### config.mk
export PLATFORM = sky130hd
export DESIGN_NAME = operand_fetch_stage
export DESIGN_NICKNAME = d
export VERILOG_FILES = /design/src/rtl/operand_fetch_stage.sv
export SDC_FILE = /design/constraint.sdc
export NUM_CORES = 1
export LEC_CHECK = 0
export BUFFER_PORTS_ARGS = -buffer_cell sky130_fd_sc_hd__buf_2
export CORE_AREA = 2 2 116 118
export CTS_CLUSTER_DIAMETER = 150
export DETAILED_ROUTE_END_ITERATION = 6
export DIE_AREA = 0 0 118 120
export GPL_TIMING_DRIVEN = 0
export PLACE_DENSITY_LB_ADDON = 0.1
export SYNTH_ARGS = -nofsm -noshare
export SYNTH_HDL_FRONTEND = slang
export SYNTH_SLANG_ARGS = --single-unit
### constraint.sdc
create_clock -name Clk -period 3.5 [get_ports Clk]
set_input_delay 0 -clock Clk [delete_from_list [all_inputs] [get_ports Clk]]
set_output_delay 0 -clock Clk [all_outputs]
set_load 0.02 [all_outputs]
### src/rtl/operand_fetch_stage.sv
// Operand fetch stage: sits between decode and execute, drives the register
// file read ports, resolves EX/MEM/WB forwarding, detects load-use hazards
// and holds the resolved operands in a one-entry valid/ready pipeline register.
module operand_fetch_stage #(
    parameter int DATA_WIDTH      = 32,
    parameter int ADDR_WIDTH      = 5,
    parameter int STALL_CNT_WIDTH = 16
) (
    input  logic                       Clk,
    input  logic                       Reset,
    // decode side
    input  logic                       In_Valid,
    output logic                       In_Ready,
    input  logic [ADDR_WIDTH-1:0]      Rs_Address,
    input  logic [ADDR_WIDTH-1:0]      Rt_Address,
    input  logic                       Uses_Rt,
    input  logic [ADDR_WIDTH-1:0]      Rd_Address,
    input  logic                       Rd_Write,
    input  logic                       Is_Load,
    // register file read ports
    output logic [ADDR_WIDTH-1:0]      A_Address,
    output logic [ADDR_WIDTH-1:0]      B_Address,
    input  logic [DATA_WIDTH-1:0]      A_Data,
    input  logic [DATA_WIDTH-1:0]      B_Data,
    // forwarding sources
    input  logic                       Ex_Write,
    input  logic                       Ex_Is_Load,
    input  logic [ADDR_WIDTH-1:0]      Ex_Address,
    input  logic [DATA_WIDTH-1:0]      Ex_Data,
    input  logic                       Mem_Write,
    input  logic [ADDR_WIDTH-1:0]      Mem_Address,
    input  logic [DATA_WIDTH-1:0]      Mem_Data,
    input  logic                       Wb_Write,
    input  logic [ADDR_WIDTH-1:0]      Wb_Address,
    input  logic [DATA_WIDTH-1:0]      Wb_Data,
    // control
    input  logic                       Flush,
    // execute side
    output logic                       Out_Valid,
    input  logic                       Out_Ready,
    output logic [DATA_WIDTH-1:0]      Out_A,
    output logic [DATA_WIDTH-1:0]      Out_B,
    output logic [ADDR_WIDTH-1:0]      Out_Rd_Address,
    output logic                       Out_Rd_Write,
    output logic                       Out_Is_Load,
    output logic [STALL_CNT_WIDTH-1:0] Stall_Count
);

    localparam logic [ADDR_WIDTH-1:0]      ZERO_REG  = '0;
    localparam logic [STALL_CNT_WIDTH-1:0] STALL_MAX = '1;

    logic                  hazard;
    logic                  accept;
    logic [DATA_WIDTH-1:0] resolved_a;
    logic [DATA_WIDTH-1:0] resolved_b;

    // Pick the youngest in-flight value for one source register. An EX load
    // cannot forward (its data does not exist yet), so it falls through to the
    // older stages; the hazard logic stalls whenever that value would be used.
    function automatic logic [DATA_WIDTH-1:0] resolve(
        input logic [ADDR_WIDTH-1:0] src,
        input logic [DATA_WIDTH-1:0] file_data
    );
        logic [DATA_WIDTH-1:0] value;
        value = file_data;
        if (src == ZERO_REG)
            value = '0;
        else if (Ex_Write && !Ex_Is_Load && Ex_Address == src)
            value = Ex_Data;
        else if (Mem_Write && Mem_Address == src)
            value = Mem_Data;
        else if (Wb_Write && Wb_Address == src)
            // the file only updates on this edge, so its read data is still old
            value = Wb_Data;
        return value;
    endfunction

    assign A_Address = Rs_Address;
    assign B_Address = Rt_Address;

    // Load-use detection, operand resolution and the decode-side handshake.
    always_comb begin
        // NOTE: every signal gets a default first so no path leaves it unassigned and infers a latch.
        hazard     = 1'b0;
        resolved_a = resolve(Rs_Address, A_Data);
        resolved_b = resolve(Rt_Address, B_Data);
        if (Ex_Write && Ex_Is_Load && Ex_Address != ZERO_REG) begin
            hazard = (Ex_Address == Rs_Address) ||
                     (Uses_Rt && Ex_Address == Rt_Address);
        end
        In_Ready = !Flush && !hazard && (!Out_Valid || Out_Ready);
    end

    assign accept = In_Valid && In_Ready;

    // Pipeline register: flush beats capture, capture beats drain.
    always_ff @(posedge Clk or posedge Reset) begin
        if (Reset) begin
            // NOTE: non-blocking assignments in clocked blocks so every register samples pre-edge values.
            Out_Valid      <= 1'b0;
            Out_A          <= '0;
            Out_B          <= '0;
            Out_Rd_Address <= '0;
            Out_Rd_Write   <= 1'b0;
            Out_Is_Load    <= 1'b0;
        end else if (Flush) begin
            Out_Valid <= 1'b0;
        end else if (accept) begin
            Out_Valid      <= 1'b1;
            Out_A          <= resolved_a;
            Out_B          <= resolved_b;
            Out_Rd_Address <= Rd_Address;
            Out_Rd_Write   <= Rd_Write;
            Out_Is_Load    <= Is_Load;
        end else if (Out_Valid && Out_Ready) begin
            Out_Valid <= 1'b0;
        end
    end

    // Saturating count of cycles a valid instruction waits on a load-use hazard.
    always_ff @(posedge Clk or posedge Reset) begin
        if (Reset)
            Stall_Count <= '0;
        else if (In_Valid && hazard && !Flush && Stall_Count != STALL_MAX)
            Stall_Count <= Stall_Count + 1'b1;
    end

endmodule

* Word level (Yosys, flattened, before mapping) *
Cells that the tools add are included.
Widths: inputs -> output; s select.

cells by class
  divide/modulo/power cells = 0
  muxes and demuxes = 12
  multiply operators = 0
  shifts and indexed selects = 0
  magnitude comparators = 0
  add/subtract/negate cells = 1
  bitwise operators = 1
  reductions and logical operators = 28
  equality and inequality tests = 7

operators by type and width
  cell                   number
  $mux 32                8
  $eq 5x5->1             6
  $logic_and 1x1->1      17
  $add 16x1->16 const B  1
  $ne 16x16->1 const B   1
  $logic_not 5->1        2
  $reduce_bool 5->1      1
  $logic_not 1->1        4
  $mux 1                 4
  $reduce_bool 3->1      1
  $logic_or 1x1->1       2
  $reduce_and 2->1       1
  $not 1->1              1

word-level totals
  register bits = 88
  bits in latches = 0
  output and inout port bits = 99
  memories kept = 0
  RAM bits = 0
  bits in read-only memories = 0
  logic and storage cells = 56

* Depth between registers and ports, before layout *
  depth in word-level cells = 10
  depth in mapped cells = 8

* Worst setup path before layout *
No wires, ideal clock.

  kind = register to register
  start point = register Stall_Count[0]
  end point = register Stall_Count[3]
  period minus slack after synthesis = 2169 ps
  path slack = 1331 ps
  data arrival time = 2089 ps
  buffers on the path = 2
  setup time = 80 ps
  cell stages (with the launch flop) = 9
  cells stage by stage = dfrtp_1 > ha_1 > and3_1 > clkbuf_1 > a41oi_1 > clkbuf_1 > nand4_1 > nor2_1 > xor2_1

between the ends
  word-level cells in the longest chain between the ends = 2
  elaborated cells on any way between the ends = 3

ends and longest elaborated chain
  item                                                   line  RTL
  start, declared                                        46    output logic [STALL_CNT_WIDTH-1:0] Stall_Count
  start signal, assigned                                 125   Stall_Count <= Stall_Count + 1'b1;
  branches (longest 2 deep; another with $add 16x1->16)  --

Several ways; the timed one is not identified.
A chain may end at the register's enable or synchronous reset.

* Worst setup path after layout *
  start point = register Out_Valid
  end point = register Out_A[22]

between the ends
  word-level cells in the longest chain between the ends = 5

ends and longest elaborated chain
  item                        line  RTL
  start, declared             39    output logic Out_Valid,
  start signal, assigned      100   Out_Valid <= 1'b0;
  start signal, assigned      107   Out_Valid <= 1'b0;
  start signal, assigned      109   Out_Valid <= 1'b1;
  $logic_not 1->1             91    In_Ready = !Flush && !hazard && (!Out_Valid || Out_Ready);
  $logic_or 1x1->1            91
  $logic_and 1x1->1           91
  $logic_and 1x1->1           94    assign accept = In_Valid && In_Ready;
  $reduce_and 2->1 (no line)  --
  end signal, assigned        110   Out_A <= resolved_a;
  end, declared               41    output logic [DATA_WIDTH-1:0] Out_A,

No other way between the ends.

==> flow_metrics.tcl <==
set metrics [dict create \
    run_status "complete, no violations" \
    num_io_pins 301 \
    maxCapViolations 0 \
    route.vias.total 6367 \
    area_growth_pct 50.33 \
    drive_gt1_share_pct 35.23 \
    inserted_diodes 0 \
    layout.filler_cells 1103 \
    globalRoute.busiestLayer "met2" \
    floorplan.rows 42 \
    grt_remaining_overflow 0 \
    synth_seq_cells 88 \
    timing.critical_path.fanout_max 10 \
    detail_route.vias_per_cell 5.484 \
    synth_ff_type "sky130_fd_sc_hd__dfrtp_1" \
    grt.met1_usage_pct 36.04 \
    grt_use_total_pct 30.80 \
    endpoint_with_the_worst_hold_slack "Out_A[8]" \
    initial_core_util_pct 43.61 \
    met2_usage_pct 55.38 \
    reg2reg_to "Out_A[22]" \
    syn_area_per_cell_um2 9.659 \
    port_buffers 300 \
    syn-instance-count 586 \
    layout_worst_path_cycle_share_pct 83.32 \
    htree_num_levels 3 \
    final_max_slew_viol_count 0 \
    grt_setup_unrepaired "false" \
    timing.reg2reg.setup_slack_ns 0.58 \
    synthTopCellsByCount "88 x sky130_fd_sc_hd__dfrtp_1, 68 x sky130_fd_sc_hd__nand2_1" \
    firstDrtPassIters 5 \
    drt-wirelength-per-cell_um 19.08 \
    dieHeight_um 120 \
    netlist.area_leader.share_pct 38.90 \
    coreArea_um2 12980 \
    grt_start_max_net_pins 65 \
    critical_path.endpoint_type "flip-flop" \
    totalWireLength_mm 22.15 \
    final_hold_viol_count 0 \
    hold_path_depth 3 \
    path_delay_family "simple AND/OR/NAND/NOR gates" \
    hold_path_class "in2reg" \
    r2r-start "Out_Valid" \
    clk_root_buffer_cell "sky130_fd_sc_hd__clkbuf_16" \
    drt_first_iter_violations 397 \
    path_cells "nor2b_1 > nor2_1 > nand2_1 > nor3b_1 > clkbuf_1 > a22o_1 > a21o_1 > dlygate4sd3_1" \
    critPathSlowestCell "sky130_fd_sc_hd__nor3b_1" \
    fp.dieArea_um2 14160 \
    irDropWorstVdd_mv 0.3201 \
    post-synth-top-area-cell "sky130_fd_sc_hd__dfrtp_1" \
    cts_inserted_buffers 9 \
    drc 0 \
    yosys-top-cells-area "sky130_fd_sc_hd__dfrtp_1 39%, sky130_fd_sc_hd__mux2i_1 11%, sky130_fd_sc_hd__a22o_1 9.9%" \
    maximum_buffer_depth_of_the_clock_tree 2 \
    cts_sink_count 88 \
    hpwlAfterDp_mm 16.06 \
    stdcell_count 1161 \
    netlist_area_um2 5660 \
    grt_first_pass_wirelength_mm 34.23 \
    power-per-cell-area_nw_per_um2 383.0 \
    synth_most_common_cell "sky130_fd_sc_hd__dfrtp_1" \
    synthArstFlopShare_pct 100.0 \
    gp_routability_congestion 0.9471 \
    gr_util_met3_pct 5.846 \
    crit_arrival_ns 3.20 \
    final_antenna_net_count 0 \
    syn-num-nets 789 \
    number_of_distinct_library_cells_after_synthesis 36 \
    hold_path.startpoint "Ex_Data[8]" \
    clock_tree_from_tritoncts "built" \
    timing.slew.headroom_pct 35.63 \
    cellLeakagePower_nw 4.621 \
    cts.repair.resized 0 \
    timing.clock.skew_ns 0.003427 \
    clock.fmax_mhz 342.9 \
    layout_min_cycle_time_ns 2.916 \
    critical_path.max_stage_delay_ns 0.72 \
    number_of_antenna_violations_at_the_first_check_in_global_routing 0 \
    grt_pass1_vias 6602 \
    worst_setup_path_start_kind "flip-flop" \
    worst-r2r-cell-count 8 \
    finalSetupTns_ns 0 \
    warnings_synthesis 0 \
    path_class "reg2reg" \
    clkLatencyLatePin_ns 0.35 \
    dpl.cell_count 1063 \
    die_width_um 118 \
    cts_setup_buffers 0 \
    required_ns 3.79 \
    timing_worst_slew_pin_value_ns 0.9656 \
    ctsHoldBuffers 83 \
    synth-edff-count 0 \
    synth_sequential_area_ratio_pct 38.90 \
    nNetsFinal 1184 \
    worstPathBufferInverterCount 2 \
    timing.final.setup_violations 0 \
    worst_setup_hold_path_clk_slew_ns 0.06 \
]
[report_power, final]
| group | total [mW] | internal (mW) | switching [mW] |
|---|---|---|---|
| Sequential | 1.25 | 1.16 | 0.0896 |
| Combinational | 1.11 | 0.530 | 0.575 |
| Clock | 0.902 | 0.499 | 0.403 |
| Total | 3.26 | 2.19 | 1.07 |
[how the worst max path moves through the flow]
stage             startpoint         to  slack [ns]  depth (start not counted)
6_report           Out_Valid  Out_A[22]        0.58                          8
5_1_grt            Out_Valid  Out_B[14]        0.46                          8
4_1_cts            Out_Valid  Out_B[27]        0.62                          8
3_5_place_dp   Rt_Address[2]  Out_B[21]        1.00                          8
3_3_place_gp           Reset  Out_A[10]        0.08                          2
2_1_floorplan          Reset   Out_A[0]        1.22                          1
[routing by layer]
metal  wire length (um)  up-vias  part of all wire, %
met5                  0        -                    0
met4                604        0                  2.7
met3               1593       48                  7.2
met2              11150      322                   50
met1               8798     3071                   40
li1                   -     2926                    -
[registers in the layout, indices dropped and copies added (netlist names)]
signal          count
Out_A              32
Out_B              32
Stall_Count        16
Out_Rd_Address      5
Out_Is_Load         1
Out_Rd_Write        1
Out_Valid           1
[cells by family after synthesis]
| logic type | after synthesis | synth area share, % |
|---|---|---|
| AOI/OAI and AO/OA | 199 | 25.62 |
| and+or+nand+nor | 124 | 10.21 |
| DFF | 88 | 38.90 |
| muxes | 72 | 12.91 |
| buffers and inverters | 57 | 5.172 |
| xor gates and xnor gates | 45 | 6.963 |
| adders and majority gates | 1 | 0.2210 |
[cell usage in the layout, fill, tap and decap left out, drive strengths merged]
cell	synthesis	layout
nand2	68	68
or4	2	2
nor3b	1	1
o311a	1	1
a211o	1	1
a41oi	1	1
clkbuf	27	40
nand2b	1	1
nor2b	2	2
ha	1	1
mux2	8	8
a211oi	1	1
inv	1	1
xnor2	13	13
nor3	4	4
a32o	1	1
and3	9	9
a21oi	1	1
and2	2	2
and4	3	3
xor2	32	32
o21ai	64	64
nand3	3	3
buf	29	330
clkinvlp	0	1
nor4	4	4
dlygate4sd3	0	83
a22o	64	64
a311oi	1	1
a21o	64	64
nor2	12	12
clkinv	0	1
nand4	12	12
dfrtp	88	88
mux2i	64	64
or3	1	1
[final cells by class]
type | count | area, um2 | area share (%)
clock buffers | 13 | 250.2 | 2.941
multi-input cells | 441 | 3166 | 37.20
repair buffers | 384 | 2360 | 27.73
plain buffers | 56 | 289.0 | 3.397
well taps | 176 | 220.2 | 2.588
clock inverters | 2 | 16.27 | 0.1911
inverters | 1 | 6.256 | 0.07352
flip-flops and latches | 88 | 2202 | 25.88
[stage by stage]
stage          util (%)  cell area [um2]  hold WS (ns)  power [mW]  setup slack [ns]
3_3_place_gp      56.87             7382        0.1765       2.210           0.08122
5_1_grt           65.56             8509       0.01371       3.406            0.4590
3_5_place_dp      57.10             7412      0.007658       2.241             1.001
6_report          65.56             8509      0.006752       3.259            0.5838
2_1_floorplan         -             5660       0.06641       1.819             1.221
4_1_cts           65.56             8509     0.0003277       3.258            0.6244
[tightest hold or removal path: cells and delay by family]
kind                   cells  cell delay (ns)
AOI/OAI and AO/OA          2             0.21
buffers and inverters      1             0.11
No activity file was read; power rests on OpenSTA's default activity.
